===== src/rtl/mem_arb_pkg.sv =====
// Shared constants and helpers for the N-port memory arbiter.
//   MEM_ARB_MAX_MST : largest supported requestor count
//   CONFLICT_CNT_W  : width of the saturating contention counter
//   idx_w()         : index width needed to address n requestors (minimum 1)
package mem_arb_pkg;

    localparam int unsigned MEM_ARB_MAX_MST = 8;
    localparam int unsigned CONFLICT_CNT_W  = 16;

    function automatic int unsigned idx_w(input int unsigned n);
        return (n > 1) ? $clog2(n) : 1;
    endfunction

endpackage


===== src/rtl/mem_arb_n_rr_picker.sv =====
// Round-robin picker: grants the first asserted request at or after ptr, wrapping modulo NUM_REQ.
// Ports:
//   req : request vector
//   ptr : starting (highest-priority) index
//   gnt : one-hot grant (all zero when no request)
//   idx : binary index of the grant (0 when no request)
module rr_picker
    import mem_arb_pkg::*;
#(
    parameter int unsigned NUM_REQ = 4,
    localparam int unsigned IW     = idx_w(NUM_REQ)
) (
    input  logic [NUM_REQ-1:0] req,
    input  logic [IW-1:0]      ptr,
    output logic [NUM_REQ-1:0] gnt,
    output logic [IW-1:0]      idx
);

    logic          found;
    logic [IW-1:0] cand;

    always_comb begin
        gnt   = '0;
        idx   = '0;
        found = 1'b0;
        cand  = '0;
        for (int unsigned k = 0; k < NUM_REQ; k++) begin
            cand = IW'((32'(ptr) + k) % NUM_REQ);
            if (!found && req[cand]) begin
                found     = 1'b1;
                idx       = cand;
                gnt[cand] = 1'b1;
            end
        end
    end

endmodule


===== src/rtl/mem_arb_n.sv =====
// N-port round-robin arbiter in front of a single memory port.
// Zero-latency grant, lock on memory stall, one-cycle read data return, saturating contention
// counter. Define MEM_ARB_HOLD_EN to let a granted requestor keep the port for up to HOLD_MAX
// consecutive acceptances.
// Ports:
//   clk, rst                 : clock, asynchronous active-high reset
//   s_cs/s_we/s_addr/s_byte/s_di : per-requestor request fields
//   s_do, s_rvalid           : broadcast read data, one-hot read-data-valid
//   s_busy                   : per-requestor stall
//   m_cs/m_we/m_addr/m_byte/m_di : request to memory (fields of granted requestor)
//   m_do, m_busy             : memory read data (one cycle after acceptance), memory stall
//   conflict_cnt             : cycles with two or more requests, saturating
module mem_arb_n
    import mem_arb_pkg::*;
#(
    parameter int unsigned NUM_MST  = 4,
    parameter int unsigned ADDR_W   = 32,
    parameter int unsigned DATA_W   = 32,
    parameter int unsigned HOLD_MAX = 4,
    localparam int unsigned BE_W    = DATA_W / 8
) (
    input  logic                              clk,
    input  logic                              rst,
    input  logic [NUM_MST-1:0]                s_cs,
    input  logic [NUM_MST-1:0]                s_we,
    input  logic [NUM_MST-1:0][ADDR_W-1:0]    s_addr,
    input  logic [NUM_MST-1:0][BE_W-1:0]      s_byte,
    input  logic [NUM_MST-1:0][DATA_W-1:0]    s_di,
    output logic [DATA_W-1:0]                 s_do,
    output logic [NUM_MST-1:0]                s_rvalid,
    output logic [NUM_MST-1:0]                s_busy,
    output logic                              m_cs,
    output logic                              m_we,
    output logic [ADDR_W-1:0]                 m_addr,
    output logic [BE_W-1:0]                   m_byte,
    output logic [DATA_W-1:0]                 m_di,
    input  logic [DATA_W-1:0]                 m_do,
    input  logic                              m_busy,
    output logic [CONFLICT_CNT_W-1:0]         conflict_cnt
);

    localparam int unsigned IW = idx_w(NUM_MST);

    if (NUM_MST < 2 || NUM_MST > MEM_ARB_MAX_MST) begin : g_num_mst_chk
        $error("mem_arb_n: NUM_MST out of range");
    end
    if (HOLD_MAX < 1) begin : g_hold_max_chk
        $error("mem_arb_n: HOLD_MAX must be at least 1");
    end

    function automatic logic [IW-1:0] wrap_inc(input logic [IW-1:0] v);
        return (v == IW'(NUM_MST - 1)) ? '0 : v + IW'(1);
    endfunction

    logic [IW-1:0]             rr_ptr_q, rr_ptr_d;
    logic                      lock_q, lock_d;
    logic [IW-1:0]             lock_idx_q, lock_idx_d;
    logic [NUM_MST-1:0]        rd_owner_q, rd_owner_d;
    logic [CONFLICT_CNT_W-1:0] conflict_q, conflict_d;

    logic [NUM_MST-1:0] pick_gnt;
    logic [IW-1:0]      pick_idx;
    logic               lock_hit;
    logic [IW-1:0]      g;
    logic [NUM_MST-1:0] g_oh;
    logic               accept;
    logic               multi_req;

    rr_picker #(
        .NUM_REQ (NUM_MST)
    ) u_picker (
        .req (s_cs),
        .ptr (rr_ptr_q),
        .gnt (pick_gnt),
        .idx (pick_idx)
    );

    // A locked requestor that dropped s_cs loses the lock this cycle; normal arbitration applies.
    assign lock_hit = lock_q & s_cs[lock_idx_q];
    assign g        = lock_hit ? lock_idx_q : pick_idx;
    assign g_oh     = lock_hit ? (NUM_MST'(1) << lock_idx_q) : pick_gnt;

    assign m_cs   = |s_cs;
    assign m_we   = s_we[g];
    assign m_addr = s_addr[g];
    assign m_byte = s_byte[g];
    assign m_di   = s_di[g];
    assign s_busy = s_cs & (~g_oh | {NUM_MST{m_busy}});
    assign accept = m_cs & ~m_busy;

    assign s_rvalid     = rd_owner_q;
    assign s_do         = m_do;
    assign conflict_cnt = conflict_q;

    // Clearing the lowest set bit leaves something only if two or more bits were set.
    assign multi_req = |(s_cs & (s_cs - NUM_MST'(1)));

    always_comb begin
        lock_d     = m_cs & m_busy;
        lock_idx_d = (m_cs & m_busy) ? g : lock_idx_q;
        rd_owner_d = (accept & ~m_we) ? g_oh : '0;
        conflict_d = (multi_req && conflict_q != '1) ? conflict_q + 1'b1 : conflict_q;
    end

`ifdef MEM_ARB_HOLD_EN
    localparam int unsigned HOLD_W = ($clog2(HOLD_MAX + 1) > 3) ? $clog2(HOLD_MAX + 1) : 3;

    // While hold_cnt_q is non-zero, rr_ptr_q names the holding requestor.
    logic [HOLD_W-1:0] hold_cnt_q, hold_cnt_d;
    logic [HOLD_W-1:0] run_len;

    always_comb begin
        rr_ptr_d   = rr_ptr_q;
        hold_cnt_d = hold_cnt_q;
        run_len    = '0;
        if (hold_cnt_q != '0 && !s_cs[rr_ptr_q]) begin
            hold_cnt_d = '0;
            rr_ptr_d   = wrap_inc(rr_ptr_q);
        end
        if (accept) begin
            run_len = (hold_cnt_q != '0 && g == rr_ptr_q) ? hold_cnt_q + HOLD_W'(1)
                                                          : HOLD_W'(1);
            if (run_len == HOLD_W'(HOLD_MAX)) begin
                hold_cnt_d = '0;
                rr_ptr_d   = wrap_inc(g);
            end else begin
                hold_cnt_d = run_len;
                rr_ptr_d   = g;
            end
        end
    end

    always_ff @(posedge clk or posedge rst) begin
        if (rst) begin
            hold_cnt_q <= '0;
        end else begin
            hold_cnt_q <= hold_cnt_d;
        end
    end
`else
    always_comb begin
        rr_ptr_d = accept ? wrap_inc(g) : rr_ptr_q;
    end
`endif

    always_ff @(posedge clk or posedge rst) begin
        if (rst) begin
            rr_ptr_q   <= '0;
            lock_q     <= 1'b0;
            lock_idx_q <= '0;
            rd_owner_q <= '0;
            conflict_q <= '0;
        end else begin
            rr_ptr_q   <= rr_ptr_d;
            lock_q     <= lock_d;
            lock_idx_q <= lock_idx_d;
            rd_owner_q <= rd_owner_d;
            conflict_q <= conflict_d;
        end
    end

endmodule


===== config.mk =====
export PLATFORM = sky130hd
export DESIGN_NAME = mem_arb_n
export DESIGN_NICKNAME = d
export VERILOG_FILES = /design/src/rtl/mem_arb_pkg.sv /design/src/rtl/mem_arb_n_rr_picker.sv /design/src/rtl/mem_arb_n.sv
export SDC_FILE = /design/constraint.sdc
export NUM_CORES = 1
export LEC_CHECK = 0
export BUFFER_PORTS_ARGS = -buffer_cell sky130_fd_sc_hd__buf_2
export CAP_MARGIN = 0
export CORE_AREA = 4 4 169 171
export CTS_CLUSTER_SIZE = 25
export DETAILED_ROUTE_END_ITERATION = 7
export DIE_AREA = 0 0 173 175
export RECOVER_POWER = 100
export SETUP_SLACK_MARGIN = 0.15
export SYNTH_ARGS = -nofsm -noshare
export SYNTH_HDL_FRONTEND = slang
export SYNTH_SLANG_ARGS = --single-unit

===== constraint.sdc =====
create_clock -name clk -period 4.4 [get_ports clk]
set_input_delay 1.1 -clock clk [delete_from_list [all_inputs] [get_ports clk]]
set_output_delay 1.1 -clock clk [all_outputs]
set_load 0.02 [all_outputs]

==> flow_summary.toml <==
[run_status]
status = "completed"

[cts]
cts_buffers = 3
cts-hold-fix-buffers = 0
cts_tree = "done"
cts.path.max_buffers = 2
clkLatencyLatePin_ns = 0.25
clk_pin_slew_ns = 0.06
cts_root_buf = "clkbuf_16"
htreeDepth = 1
cts.sinks = 25

[grt]
antenna_found_initial = 4
grt_overflow = 0
grt_pass1_wl_um = 27400
grt_util_all_layers_pct = 11.1
grt_pass1_vias = 4780
grt_max_degree = 40

[synthesis]
yosysSeqAreaShare_pct = 14.5
synthCells = 457
synthArstFlopShare_pct = 100
ys_types = 51
ys_warn_count = 0
ys_seq_elements = 25
syn_avg_cell_area_um2 = 9.46
synth_nets = 781
synth_edf_count = 0
synth_area_um2 = 4320
synthFlopType = "dfrtp_1"

[finish]
final_common_cell = "buf_2"
areaGrowthSynthToFinish_pct = 50.8
final_cell_area_um2 = 6520
diodes = 0
final_cell_mix = "298 x buf_2, 207 x mux2i_1, 52 x clkbuf_1, 28 x buf_4, 25 x dfrtp_1"
drive_above_1_share_pct = 47.2
fin_util_pct = 24.3
fin_nets = 1126

[placement]
gp_congestion = 0.884
hpwl_um = 16400
placed_area_um2 = 6400
dp_slack_ns = 0.0486
io_buffers = 376

[worst_setup_path]
reg2reg_from = "rr_ptr_q[0]"
cp.required_ns = 3.30
reg2reg_to = "rr_ptr_q[1]"
start_kind = "input pin"
cp.arrival_ns = 3.13
rrSetupSlack_ns = 1.77
criticalPathCategory = "input pin to output pin"
critical_path.max_fanout = 18
r2r_cells = 11
worstSetupEndpointType = "output pin"
crit_start = "s_cs[2]"

[route]
post_drt_wl_per_cell_um = 16.9
wl_um = 19300
via_count = 4788
antenna_left = 0
vias_per_cell = 4.19
drc = 0
drt-initial-drc-count = 230
first_pass_iters = 4

[sta]
clock_skew_ns = 0.00126
setup_viol = 0
tightest_slew_ns = 0.970
finalWorstSetupSlack_ns = 0.167
hold_violations = 0
fin_crit_ns = 4.23
slew_violations = 0
rsz0062_at_grt = "no"
relSlewSlack_pct = 35.2
fin_crit_sh_pct = 96.2
max_clock_freq_mhz = 236
fin_setup_tns_ns = 0

[die]
io_pins = 441
coreArea_um2 = 26900
die_height_um = 175
rows = 60
die-area_um2 = 30300
fp.dieW_um = 173
initial_utilization_pct = 16.1

[job]
max_cap_violations = 0

[power_and_ir_drop]
intPower_mw = 2.36
p_sw_mw = 2.79
power_density_nw_per_um2 = 790
swShare_pct = 54.2
clockPowerShare_pct = 3.9
ir_worst_vdd_mv = 0.385
p_comb_share_pct = 88.9
seqPwrFrac_pct = 7.3
p_leak_nw = 3.75

[min_path]
min-delay-start = "conflict_cnt[11]"
min_delay_path_depth = 1
hold_end = "conflict_cnt[11]"
hp-class = "flip-flop to flip-flop"
==> cell families after synthesis <==
kind of cell	count (synthesis)	synth area share, %
adder cells (fa/ha/maj)	10	2.84
buffers and inverters	79	12.8
multiplexers	215	50.8
AO/OA/AOI/OAI	45	7.59
XOR/XNOR	15	3.04
AND/OR/NAND/NOR	68	8.43
flip-flops	25	14.5
==> critical path, stage by stage <==
cell and delay [ns]:
buf_4 0.19, and3b_1 0.20, o211ai_1 0.21, o21ai_2 0.11
o31ai_4 0.40, buf_4 0.21, buf_6 0.20, mux2i_1 0.24
clkbuf_1 0.26
==> cell type report <==
class | instances | area [um^2]
Tap cell | 341 | 427
Inverter | 12 | 45.0
Sequential cell | 25 | 626
Clock buffer | 4 | 78.8
Multi-Input combinational cell | 353 | 3210
Fill cell | 2984 | 20400
Timing Repair Buffer | 407 | 2140
==> worst max path at each step <==
stage | to | slack, ns | cells after the start
6_report | m_di[26] | 0.17 | 9
3_5_place_dp | m_di[0] | 0.05 | 8
2_1_floorplan | m_di[22] | 0.21 | 13
4_1_cts | m_di[0] | 0.13 | 8
3_3_place_gp | m_di[0] | 0.05 | 8
5_1_grt | m_di[3] | 0.07 | 10
==> layer usage <==
layer	track usage (%)	up-vias	part of all wire [%]
met2	20.2	219	51
met5	0	-	0
li1	-	2332	-
met3	2.88	12	7.9
met1	13.8	2225	40
met4	1.03	0	0.80
==> synthesized netlist by cell type (6+ instances only) <==
| cell type | number | area (um^2) |
|---|---|---|
| o21ai_1 | 6 | 30.0 |
| inv_1 | 11 | 41.3 |
| xnor2_1 | 12 | 105 |
| dfrtp_1 | 25 | 626 |
| buf_6 | 14 | 158 |
| nor2_1 | 9 | 33.8 |
| a21oi_1 | 8 | 40.0 |
| mux2i_1 | 210 | 2100 |
| nand2_1 | 16 | 60.1 |
| buf_2 | 17 | 85.1 |
| nand3_1 | 8 | 40.0 |
| and2_1 | 6 | 37.5 |
| buf_4 | 35 | 263 |
| ha_1 | 9 | 113 |
==> stage by stage <==
stage | total power [mW] | instances | hold slack [ns]
after floorplan | 3.70 | 457 | 0.545
final | 5.15 | 1142 | 0.497
after global placement | 4.90 | 1131 | 0.483
after CTS | 5.16 | 1135 | 0.493
after global routing | 5.52 | 1142 | 0.531
after detailed placement | 4.93 | 1131 | 0.484
==> registers in the layout, indices dropped and copies added, names as in the netlist <==
register / count
lock_q: 1
rr_ptr_q: 2
s_rvalid: 4
lock_idx_q: 2
conflict_cnt: 16
==> power by group through the flow <==
stage	clock, mW	sequential (mW)	combinational (mW)
finish	0.199	0.374	4.57
global route	0.217	0.386	4.91
CTS	0.205	0.373	4.58
detailed placement	0	0.377	4.55
global placement	0	0.373	4.52
floorplan	0	0.424	3.27
==> repair_timing <==
item / in CTS / in global routing
cloned: 0 / 2
setup endpoints to repair: 3 / 62
hold endpoints to repair: 0 / 0
buffers inserted: 0 / 5
pin swaps: 0 / 2
resized for setup: 3 / 24
Power figures use the tool's default switching activity.
